### src/rtl/psk_demod.sv
// Coherent BPSK/QPSK hard-decision demodulator.
// Integrates 16 baseband I/Q samples per symbol (integrate-and-dump), slices the sign of
// the sums and presents one symbol per window on a single-register AXI-Stream master.
module psk_demod #(
  parameter int unsigned WIDTH = 12,
  parameter int unsigned BYTES = 1
) (
  input  logic                    clk_16M384,
  input  logic                    rst_16M384,
  input  logic signed [WIDTH-1:0] in_I,
  input  logic signed [WIDTH-1:0] in_Q,
  input  logic                    in_vld,
  input  logic                    in_last,
  input  logic                    in_is_bpsk,
  input  logic [3:0]              DELAY_CNT,
  output logic [BYTES*8-1:0]      out_tdata,
  output logic                    out_tvalid,
  input  logic                    out_tready,
  output logic                    out_tlast,
  output logic                    out_tuser,
  output logic signed [WIDTH+3:0] out_acc_I,
  output logic signed [WIDTH+3:0] out_acc_Q,
  output logic                    overflow
);

  localparam int unsigned AccW = WIDTH + 4;
  localparam int unsigned DataW = BYTES * 8;

  typedef enum logic [0:0] {StSync, StRun} state_e;

  state_e r_state;
  state_e w_state_nxt;

  logic [3:0] r_cnt;
  logic [3:0] r_dly;

  logic signed [AccW-1:0] r_acc_i;
  logic signed [AccW-1:0] r_acc_q;
  logic                   r_bad;
  logic                   r_lastf;
  logic                   r_mode;

  logic [DataW-1:0]       r_tdata;
  logic                   r_tvalid;
  logic                   r_tlast;
  logic                   r_tuser;
  logic signed [AccW-1:0] r_out_acc_i;
  logic signed [AccW-1:0] r_out_acc_q;
  logic                   r_overflow;

  logic                   w_dly_chg;
  logic                   w_at_dly;
  logic [3:0]             w_dly_p1;
  logic                   w_first;
  logic signed [AccW-1:0] w_sext_i;
  logic signed [AccW-1:0] w_sext_q;
  logic signed [AccW-1:0] w_sum_i;
  logic signed [AccW-1:0] w_sum_q;
  logic                   w_bad;
  logic                   w_lastf;
  logic                   w_mode;
  logic [1:0]             w_bits;
  logic                   w_clr;
  logic                   w_accum;
  logic                   w_dump;
  logic                   w_load;
  logic                   w_slot_free;

  // Window timing: the window closes on cnt == dly and the next one opens one clock later.
  assign w_dly_chg = (DELAY_CNT != r_dly);
  assign w_at_dly  = (r_cnt == r_dly);
  assign w_dly_p1  = r_dly + 4'd1;
  assign w_first   = (r_cnt == w_dly_p1);

  // Running sums include the current sample so the dump clock sees the complete window.
  assign w_sext_i = {{4{in_I[WIDTH-1]}}, in_I};
  assign w_sext_q = {{4{in_Q[WIDTH-1]}}, in_Q};
  assign w_sum_i  = r_acc_i + w_sext_i;
  assign w_sum_q  = r_acc_q + w_sext_q;
  assign w_bad    = r_bad | ~in_vld;
  assign w_lastf  = r_lastf | in_last;
  // Mode is captured on the first window sample; later changes inside the window are ignored.
  assign w_mode   = w_first ? in_is_bpsk : r_mode;

  // Sign slicer; a zero sum decides as positive.
  assign w_bits = w_mode ? {~w_sum_i[AccW-1], 1'b0}
                         : {w_sum_i[AccW-1], w_sum_q[AccW-1]};

  // Only windows with every sample valid produce a symbol.
  assign w_load      = w_dump & ~w_bad;
  // Output register can take a new symbol if empty or being drained this clock.
  assign w_slot_free = ~r_tvalid | out_tready;

  // Free-running symbol-phase counter and registered alignment setting.
  always_ff @(posedge clk_16M384) begin
    if (rst_16M384) begin
      r_cnt <= 4'd0;
      r_dly <= 4'd0;
    end else begin
      r_cnt <= r_cnt + 4'd1;
      r_dly <= DELAY_CNT;
    end
  end

  // FSM state register.
  always_ff @(posedge clk_16M384) begin
    if (rst_16M384) begin
      r_state <= StSync;
    end else begin
      r_state <= w_state_nxt;
    end
  end

  // FSM next state: SYNC waits for the alignment point, RUN integrates until the phase moves.
  always_comb begin
    w_state_nxt = r_state;
    w_clr       = 1'b0;
    w_accum     = 1'b0;
    w_dump      = 1'b0;
    unique case (r_state)
      StSync: begin
        if (!w_dly_chg && w_at_dly) begin
          w_state_nxt = StRun;
          w_clr       = 1'b1;
        end
      end
      StRun: begin
        if (w_dly_chg) begin
          // Abort the partial window; the held output symbol is left alone.
          w_state_nxt = StSync;
        end else begin
          w_accum = 1'b1;
          w_dump  = w_at_dly;
        end
      end
      default: w_state_nxt = StSync;
    endcase
  end

  // Integrators and per-window flags; cleared on dump so the next window starts without a gap.
  always_ff @(posedge clk_16M384) begin
    if (rst_16M384) begin
      r_acc_i <= '0;
      r_acc_q <= '0;
      r_bad   <= 1'b0;
      r_lastf <= 1'b0;
      r_mode  <= 1'b0;
    end else if (w_clr || w_dump) begin
      r_acc_i <= '0;
      r_acc_q <= '0;
      r_bad   <= 1'b0;
      r_lastf <= 1'b0;
    end else if (w_accum) begin
      r_acc_i <= w_sum_i;
      r_acc_q <= w_sum_q;
      r_bad   <= w_bad;
      r_lastf <= w_lastf;
      r_mode  <= w_mode;
    end
  end

  // AXIS output register with sticky overflow when a good symbol meets a stalled slot.
  always_ff @(posedge clk_16M384) begin
    if (rst_16M384) begin
      r_tdata     <= '0;
      r_tvalid    <= 1'b0;
      r_tlast     <= 1'b0;
      r_tuser     <= 1'b0;
      r_out_acc_i <= '0;
      r_out_acc_q <= '0;
      r_overflow  <= 1'b0;
    end else if (w_load && w_slot_free) begin
      r_tdata     <= {{(DataW-2){1'b0}}, w_bits};
      r_tvalid    <= 1'b1;
      r_tlast     <= w_lastf;
      r_tuser     <= w_mode;
      r_out_acc_i <= w_sum_i;
      r_out_acc_q <= w_sum_q;
    end else begin
      if (w_load) begin
        r_overflow <= 1'b1;
      end
      if (r_tvalid && out_tready) begin
        r_tvalid <= 1'b0;
      end
    end
  end

  assign out_tdata  = r_tdata;
  assign out_tvalid = r_tvalid;
  assign out_tlast  = r_tlast;
  assign out_tuser  = r_tuser;
  assign out_acc_I  = r_out_acc_i;
  assign out_acc_Q  = r_out_acc_q;
  assign overflow   = r_overflow;

endmodule

### config.mk
export PLATFORM = sky130hd
export DESIGN_NAME = psk_demod
export DESIGN_NICKNAME = d
export VERILOG_FILES = /design/src/rtl/psk_demod.sv
export SDC_FILE = /design/constraint.sdc
export NUM_CORES = 1
export LEC_CHECK = 0
export CAP_MARGIN = 15
export CORE_AREA = 2 2 102 104
export DETAILED_ROUTE_END_ITERATION = 10
export DIE_AREA = 0 0 104 106
export PLACE_DENSITY = 0.77
export SLEW_MARGIN = 40
export SYNTH_ARGS = -nofsm -noshare
export SYNTH_HDL_FRONTEND = slang
export SYNTH_SLANG_ARGS = --single-unit
export TNS_END_PERCENT = 20
### constraint.sdc
create_clock -name clk_16M384 -period 6.2 [get_ports clk_16M384]
set_input_delay 1.86 -clock clk_16M384 [delete_from_list [all_inputs] [get_ports clk_16M384]]
set_output_delay 1.86 -clock clk_16M384 [all_outputs]
set_load 0.1 [all_outputs]
==> impl_metrics.tcl, run 1 <==
set metrics [dict create \
    synth_top_area_share 0.3370 \
    grt_pass1_vias 4238 \
    grt_pass1_wl_mm 20.02 \
    die_y_um 106 \
    diodes 0 \
    clkTransAtPathRegs_ns 0.08 \
    skew_ns 0.009771 \
    cp_top_family "compound AO/OA/AOI/OAI gates" \
    cp-startpoint "in_Q[0]" \
    drc 0 \
    synth_flop_cell "dfxtp_1" \
    holdCritPathClass "flip-flop to flip-flop" \
    die-area_mm2 0.01102 \
    holdWs_ns 0.4568 \
    dpl_worst_slack_ns 1.659 \
    finalPower_mw 1.098 \
    worstPathMaxFanout 6 \
    first_pass_iters 5 \
    fin_nets 721 \
    synthTopCellsByCount "82 x dfxtp_1, 77 x nand2_1, 63 x a21oi_1" \
    cap_violations 0 \
    fmax_mhz 239.1 \
    met3_usage 0.03863 \
    r2r_start "r_cnt[2]" \
    synth_top_family_by_area "compound AO/OA/AOI/OAI gates" \
    area_growth_pct 16.16 \
    leakagePower_nw 2.318 \
    clock_sink_count 82 \
    yosys.area.top_type "dfxtp_1" \
    grt_use_total 0.2194 \
    synthXorXnorAreaFrac 0.04495 \
    grt_use_met2 0.3670 \
    post_cts_resized 0 \
    fin_util 0.5658 \
    syn_inst 596 \
    drtAntennaViolNets 0 \
    fin_ws_ns 2.018 \
    synth-adder-area-share 0.09042 \
    vias 4567 \
    hold_viol 0 \
    synth_seq_cells 82 \
    min-delay-start "out_acc_Q[11]" \
    cts_tree "built" \
    cts-htree-levels 3 \
    io_pins 78 \
    hold_buffers 0 \
    fp-row-count 37 \
    grt_setup_unrepaired "no" \
    crit_slowest_cell "a311oi_1" \
    finalSetupViolations 0 \
    antenna_found_initial 0 \
    path_cells "clkdlybuf4s50_1, ha_1, fa_1, a21o_1, a21o_1, a211o_1, a311oi_1, o21a_1, o211ai_1" \
    start_kind "input port" \
    wl_per_cell_um 15.23 \
    finalCritPeriodShare 0.6745 \
    port-buffer-count 71 \
    synth-async-reset-ratio 0 \
    core_mm2 0.01000 \
    slew_headroom 0.4640 \
    cpPeakStageDelay_ns 0.44 \
    grt_max_degree 40 \
    endpoint_kind "flip-flop" \
    vias_per_cell 5.752 \
    busiest_layer "met2" \
    synthMuxAreaShare 0.006165 \
    power_density_mw_per_mm2 194.1 \
    cts_buffer_depth 2 \
    tns_ns 0 \
    clkLatencyLatePin_ns 0.36 \
    drt_wl_total_mm 12.10 \
    post-cts-setup-buffers 0 \
    synthSimpleGateAreaFrac 0.2260 \
    arrival_ns 4.42 \
    netlist_top_cells_area "dfxtp_1 34%, ha_1 8.2%, a21oi_1 6.5%, nand2_1 5.9%, nand3_1 4.3%" \
    crit_buf_inv 1 \
    worstMarginPinSlew_ns 0.8021 \
    slew_violations 0 \
    status "finished clean" \
    cp.required_ns 6.43 \
    irDropWorstVdd_mv 0.1141 \
    syn_area_mm2 0.004871 \
    yosysUniqueCellTypes 62 \
    drtIter0Drc 264 \
    cts_inserted_buffers 9 \
    synth_most_common_cell "dfxtp_1" \
    min_period_ns 4.182 \
    overflow 0 \
    n_fill_cell 950 \
    initial_core_util 0.4871 \
    drive_gt1_frac 0.1140 \
    dp_hpwl_mm 8.764 \
    critPathKind "input port to flip-flop" \
    root_buffer "clkbuf_8" \
    cp_common_cell "a21o_1" \
    ys_seq_area_frac 0.3370 \
    synth_compound_area_frac 0.2422 \
    synth_edf_count 0 \
    avgSynthCellArea_um2 8.173 \
    gp_congestion 0.8884 \
    die_x_um 104 \
    yosysWarnings 0 \
    grtUsageMet1 0.2855 \
]
-- cell usage in the layout, fill, tap and decap left out, drive strengths merged, types with 5 or more instances in the layout --
cell / instances
a21oi: 63
nor3: 15
o21bai: 7
o211ai: 20
nand4: 5
dfxtp: 82
clkbuf: 9
clkdlybuf4s50: 32
or3: 14
inv: 15
nor2: 34
conb: 6
xnor2: 14
nand2: 77
nand3: 42
a211oi: 15
o21ai: 18
nor2b: 6
a21o: 15
buf: 47
xor2: 11
a2111o: 5
a31oi: 6
and3: 11
ha: 32
o21a: 6
-- cells by family after synthesis --
| logic type | count (synthesis) |
|---|---|
| AND/OR/NAND/NOR | 224 |
| adder cells (fa/ha/maj) | 34 |
| AO/OA/AOI/OAI | 176 |
| other | 1 |
| multiplexers | 3 |
| buffers and inverters | 51 |
| flip-flops | 82 |
| XOR/XNOR | 25 |
-- power by group --
part / leakage, nW / internal [mW] / switching [mW] / total, mW
Combinational: 1.55 / 0.0458 / 0.0741 / 0.120
Sequential: 0.662 / 0.529 / 0.00403 / 0.533
Clock: 0.102 / 0.230 / 0.215 / 0.445
Total: 2.32 / 0.805 / 0.293 / 1.10
-- worst paths after layout --
| check | end | slack [ns] | cells after the start |
|---|---|---|---|
| worst max-delay path | out_acc_Q[12] | 2.02 | 9 |
| worst min-delay path | out_acc_Q[11] | 0.46 | 2 |
| worst max register to register | out_acc_I[10] | 3.61 | 6 |
| worst min register to register | out_acc_Q[11] | 0.46 | 2 |
-- through the flow --
stage | cells | cell area (µm²)
6_report | 794 | 5658
5_1_grt | 794 | 5658
4_1_cts | 794 | 5658
3_5_place_dp | 778 | 5434
3_3_place_gp | 778 | 5619
2_1_floorplan | 601 | 4890
-- state kept, by name, indices dropped and copies added (netlist names), 2 cells and up --
signal and cells:
out_acc_I 16, r_acc_i 16, out_acc_Q 16, r_cnt 4, out_tdata 2, r_dly 4, r_acc_q 16
-- layer usage --
metal / part of all wire / vias up / wire, µm
met1: 0.45 / 2127 / 5471
li1: - / 2284 / -
met3: 0.060 / 15 / 727
met5: 0 / - / 0
met4: 0.013 / 0 / 156
met2: 0.47 / 141 / 5739
-- cell type report --
type / instances / area (µm²) / share of cell area
clock buffer: 9 / 123.9 / 0.02189
clock inverter: 7 / 100.1 / 0.01769
inverter: 13 / 48.80 / 0.008624
multi-input combinational: 468 / 2998 / 0.5299
sequential: 82 / 1642 / 0.2901
tap: 136 / 170.2 / 0.03008
timing repair buffer: 79 / 575.6 / 0.1017
-- worst reg2reg max path, stage by stage, from the launching register on --
cell and delay (ns):
dfxtp_1 0.36, xnor2_1 0.25, nor4b_4 0.44, and4_1 0.75
buf_4 0.40, o211ai_1 0.16, a21oi_1 0.16
No activity file was read; power rests on OpenSTA's default activity.
==> inputs of run 2 (changes only) <==
- CORE_AREA: 2 2 102 104 -> 2 2 103 105
- DIE_AREA: 0 0 104 106 -> 0 0 105 107
- PLACE_DENSITY: 0.77 -> 0.79
- clock period: 6.2 -> 3.6 ns (I/O delays scaled with it)
==> run 2 against run 1 <==
Effect of this change: flip-flop and latch count stayed put; largest cell class unchanged; global-route usage increased by 0.64 points; cell count up 2.3%; combinational power is 79% higher; power increased by 67%; hold slack better by 0.00060 ns; clock skew increased by 0.0034 ns; non-clock buffer count up 18; sequential share of layout area fell by 1.0 points; largest power group unchanged; design area increased by 3.7%; via count is 3.1% higher.
==> impl_metrics.tcl, run 2 (same netlist as run 1, synthesis figures left out) <==
set metrics [dict create \
    post_cts_resized 0 \
    wl_met2_mm 5.885 \
    core_mm2 0.01009 \
    drive_gt1_frac 0.1346 \
    tns_ns 0 \
    die_y_um 107 \
    status "finished clean" \
    clkTransAtPathRegs_ns 0.09 \
    min_period_ns 3.417 \
    worstPathMaxFanout 6 \
    grt_use_total 0.2258 \
    finalCritPeriodShare 0.9490 \
    port-buffer-count 71 \
    critPathKind "input port to flip-flop" \
    fp-row-count 37 \
    fmax_mhz 292.7 \
    place_area_mm2 0.005663 \
    drtAntennaViolNets 0 \
    grt_pass1_vias 4417 \
    root_buffer "clkbuf_8" \
    path_cells "clkdlybuf4s50_1, ha_1, fa_1, a21o_1, a21o_1, a211o_1, a311oi_1, buf_4, o211ai_1, o211ai_1" \
    die_x_um 105 \
    vias 4708 \
    drtIter0Drc 272 \
    post-cts-setup-buffers 0 \
    cap_violations 0 \
    clock_sink_count 82 \
    antenna_found_initial 0 \
    cts_tree "built" \
    cpPeakStageDelay_ns 0.41 \
    first_pass_iters 5 \
    hold_viol 0 \
    holdCritPathClass "flip-flop to flip-flop" \
    slew_violations 0 \
    endpoint_kind "flip-flop" \
    vias_per_cell 5.798 \
    cts_buffer_depth 2 \
    gp_congestion 0.8969 \
    route.met3.wl_um 574 \
    skew_ns 0.01319 \
    io_pins 78 \
    clkLatencyLatePin_ns 0.37 \
    drc 0 \
    drt_wl_total_mm 12.49 \
    leakagePower_nw 2.398 \
    fin_util 0.5815 \
    arrival_ns 3.70 \
    crit_slowest_cell "clkdlybuf4s50_1" \
    slew_headroom 0.4910 \
    top_layer_used "met4" \
    hold_buffers 0 \
    final_cell_mix "82 x dfxtp_1, 77 x nand2_1, 64 x buf_4" \
    worstMarginPinSlew_ns 0.7635 \
    dp_hpwl_mm 9.145 \
    finalSetupViolations 0 \
    start_kind "input port" \
    fin_area_mm2 0.005868 \
    wl_per_cell_um 15.38 \
    fin_nets 739 \
    grt_max_degree 38 \
    grt_setup_unrepaired "no" \
    cts_inserted_buffers 9 \
    area_growth_pct 20.47 \
    diodes 0 \
    final_common_cell "dfxtp_1" \
    irDropWorstVdd_mv 0.1613 \
    grt_pass1_wl_mm 20.76 \
    cp.required_ns 3.89 \
    die-area_mm2 0.01124 \
    initial_core_util 0.4826 \
    power_density_mw_per_mm2 312.8 \
    overflow 0 \
    holdWs_ns 0.4574 \
    wl_met1_mm 5.704 \
    cts-htree-levels 3 \
]
[run 2: power breakdown]
part           leakage [nW]  internal, mW  switching (mW)
clock network        0.0986         0.358           0.344
registers             0.662         0.912         0.00722
logic                  1.64        0.0846           0.130
[run 2: final timing paths]
path                       from            end  slack, ns  cells after the start
setup / recovery        in_Q[0]    r_acc_q[12]       0.18                     10
hold / removal    out_acc_I[15]  out_acc_I[15]       0.46                      2
setup reg to reg     r_acc_q[0]    r_acc_q[12]       1.01                      9
hold reg to reg   out_acc_I[15]  out_acc_I[15]       0.46                      2
[run 2: per-layer routing]
| metal | GRT usage | vias up |
|---|---|---|
| li1 | - | 2317 |
| met1 | 0.2925 | 2211 |
| met2 | 0.3729 | 153 |
| met3 | 0.03040 | 27 |
| met4 | 0.1067 | 0 |
| met5 | 0 | - |
[run 2: final cells by class]
cell class	instances	area, µm²
fillers	907	4224
multi-input cells	468	2997
flip-flops and latches	82	1642
repair buffers	97	805.8
well taps	136	170.2
clock buffers	12	155.1
clock inverters	4	50.05
inverters	13	48.80
[run 2: through the flow]
stage | worst slack (ns) | power (mW) | std cells
after CTS | 0.2261 | 1.847 | 812
after detailed placement | -0.1606 | 1.153 | 796
final | 0.1835 | 1.835 | 812
after global placement | -0.08578 | 1.146 | 796
after floorplan | 0.4358 | 1.080 | 601
after global routing | 0.04015 | 1.907 | 812
[run 2: worst max-delay path: cells and delay by family]
kind | cells | cell delay (ns)
AOI/OAI and AO/OA | 6 | 1.39
buffers and inverters | 2 | 0.59
adders and majority gates | 2 | 0.64
==> inputs of run 3 (changes only) <==
- ABC_CLOCK_PERIOD_IN_PS: unset -> 3600
- PLACE_DENSITY: 0.79 -> 0.78
==> run 3 against run 2 <==
Effect of this change: cell count up 0.37%; setup slack better by 0.049 ns; global-route usage fell by 0.50 points; non-clock buffer count grew 4; die area is the same; clock skew is 0.0065 ns lower; highest routed layer unchanged; largest cell class unchanged; utilization barely moved; flip-flop and latch count unchanged; register-to-register slack better by 0.07 ns.
==> impl_metrics.tcl, run 3 (same netlist as run 1, synthesis figures left out) <==
set metrics [dict create \
    vias 4667 \
    fin_util 0.5818 \
    start_kind "input port" \
    cap_violations 0 \
    overflow 0 \
    slew_headroom 0.5531 \
    die-area_mm2 0.01124 \
    holdWs_ns 0.4575 \
    post_cts_resized 0 \
    post-cts-setup-buffers 0 \
    cp.required_ns 3.88 \
    clkTransAtPathRegs_ns 0.08 \
    grt_max_degree 36 \
    drive_gt1_frac 0.1355 \
    cts_inserted_buffers 9 \
    final_common_cell "dfxtp_1" \
    finalCritPeriodShare 0.9353 \
    vias_per_cell 5.726 \
    dpl_worst_slack_ns -0.1112 \
    cts_buffer_depth 2 \
    hold_viol 0 \
    drtAntennaViolNets 0 \
    regArea_mm2 0.001642 \
    fin_area_mm2 0.005872 \
    clkLatencyLatePin_ns 0.35 \
    grt_use_total 0.2208 \
    die_x_um 105 \
    grt_pass1_wl_mm 20.40 \
    leakagePower_nw 2.412 \
    die_y_um 107 \
    tns_ns 0 \
    finalPower_mw 1.790 \
    final_cell_mix "82 x dfxtp_1, 77 x nand2_1, 67 x buf_4" \
    fin_ws_ns 0.2329 \
    io_pins 78 \
    drt_wl_total_mm 12.23 \
    skew_ns 0.006659 \
    endpoint_kind "flip-flop" \
    worstMarginPinSlew_ns 0.6704 \
    cts_tree "built" \
    port-buffer-count 71 \
    gp_congestion 0.8773 \
    clock_sink_count 82 \
    fmax_mhz 297.0 \
    first_pass_iters 4 \
    initial_core_util 0.4826 \
    hold_buffers 0 \
    slew_violations 0 \
    core_mm2 0.01009 \
    place_area_mm2 0.005682 \
    holdCritPathClass "flip-flop to flip-flop" \
    antenna_found_initial 0 \
    grt_setup_unrepaired "no" \
    min_period_ns 3.367 \
    diodes 0 \
    drc 0 \
    dpl.cell_count 799 \
    drtIter0Drc 272 \
    arrival_ns 3.64 \
    multi_input_comb_area_mm2 0.002993 \
    fin_nets 743 \
    dp_hpwl_mm 9.078 \
    critPathKind "input port to flip-flop" \
    worstPathMaxFanout 6 \
    irDropWorstVdd_mv 0.1845 \
    n_fill_cell 946 \
    power_density_mw_per_mm2 304.9 \
    wl_per_cell_um 15.00 \
    root_buffer "clkbuf_8" \
    fp-row-count 37 \
    area_growth_pct 20.55 \
    cts-htree-levels 3 \
    finalSetupViolations 0 \
    fin_cells 815 \
    status "finished clean" \
    grt_pass1_vias 4479 \
]
## run 3: path summary, 6_finish.rpt
check | startpoint | to | slack, ns | cells after the start
max | in_Q[0] | r_acc_q[12] | 0.23 | 10
min | out_acc_Q[0] | out_acc_Q[0] | 0.46 | 2
max reg2reg | r_acc_q[0] | r_acc_q[12] | 1.08 | 9
min reg2reg | out_acc_Q[0] | out_acc_Q[0] | 0.46 | 2
## run 3: layout make-up
| class | instances | area share |
|---|---|---|
| clock buffers | 12 | 0.02472 |
| clock inverters | 3 | 0.006819 |
| inverters | 13 | 0.008310 |
| multi-input cells | 468 | 0.5097 |
| flip-flops and latches | 82 | 0.2796 |
| well taps | 136 | 0.02898 |
| repair buffers | 101 | 0.1419 |
## run 3: per-layer routing
| layer | vias to the layer above | global-route usage | part of all wire |
|---|---|---|---|
| li1 | 2325 | - | - |
| met1 | 2198 | 0.2779 | 0.46 |
| met2 | 128 | 0.3762 | 0.48 |
| met3 | 16 | 0.03708 | 0.044 |
| met4 | 0 | 0.08952 | 0.018 |
| met5 | - | 0 | 0 |
## run 3: power by group
part / switching [mW] / internal, mW / total [mW]
Sequential: 0.00702 / 0.912 / 0.919
Clock: 0.320 / 0.334 / 0.654
Combinational: 0.130 / 0.0873 / 0.218
## run 3: worst max-delay path, cell delays in order
cell and delay, ns:
clkdlybuf4s50_1 0.41, ha_1 0.23, fa_1 0.41, a21o_1 0.19, a21o_1 0.21, a211o_1 0.37, a311oi_1 0.39, buf_4 0.18
o211ai_1 0.08, o211ai_1 0.10
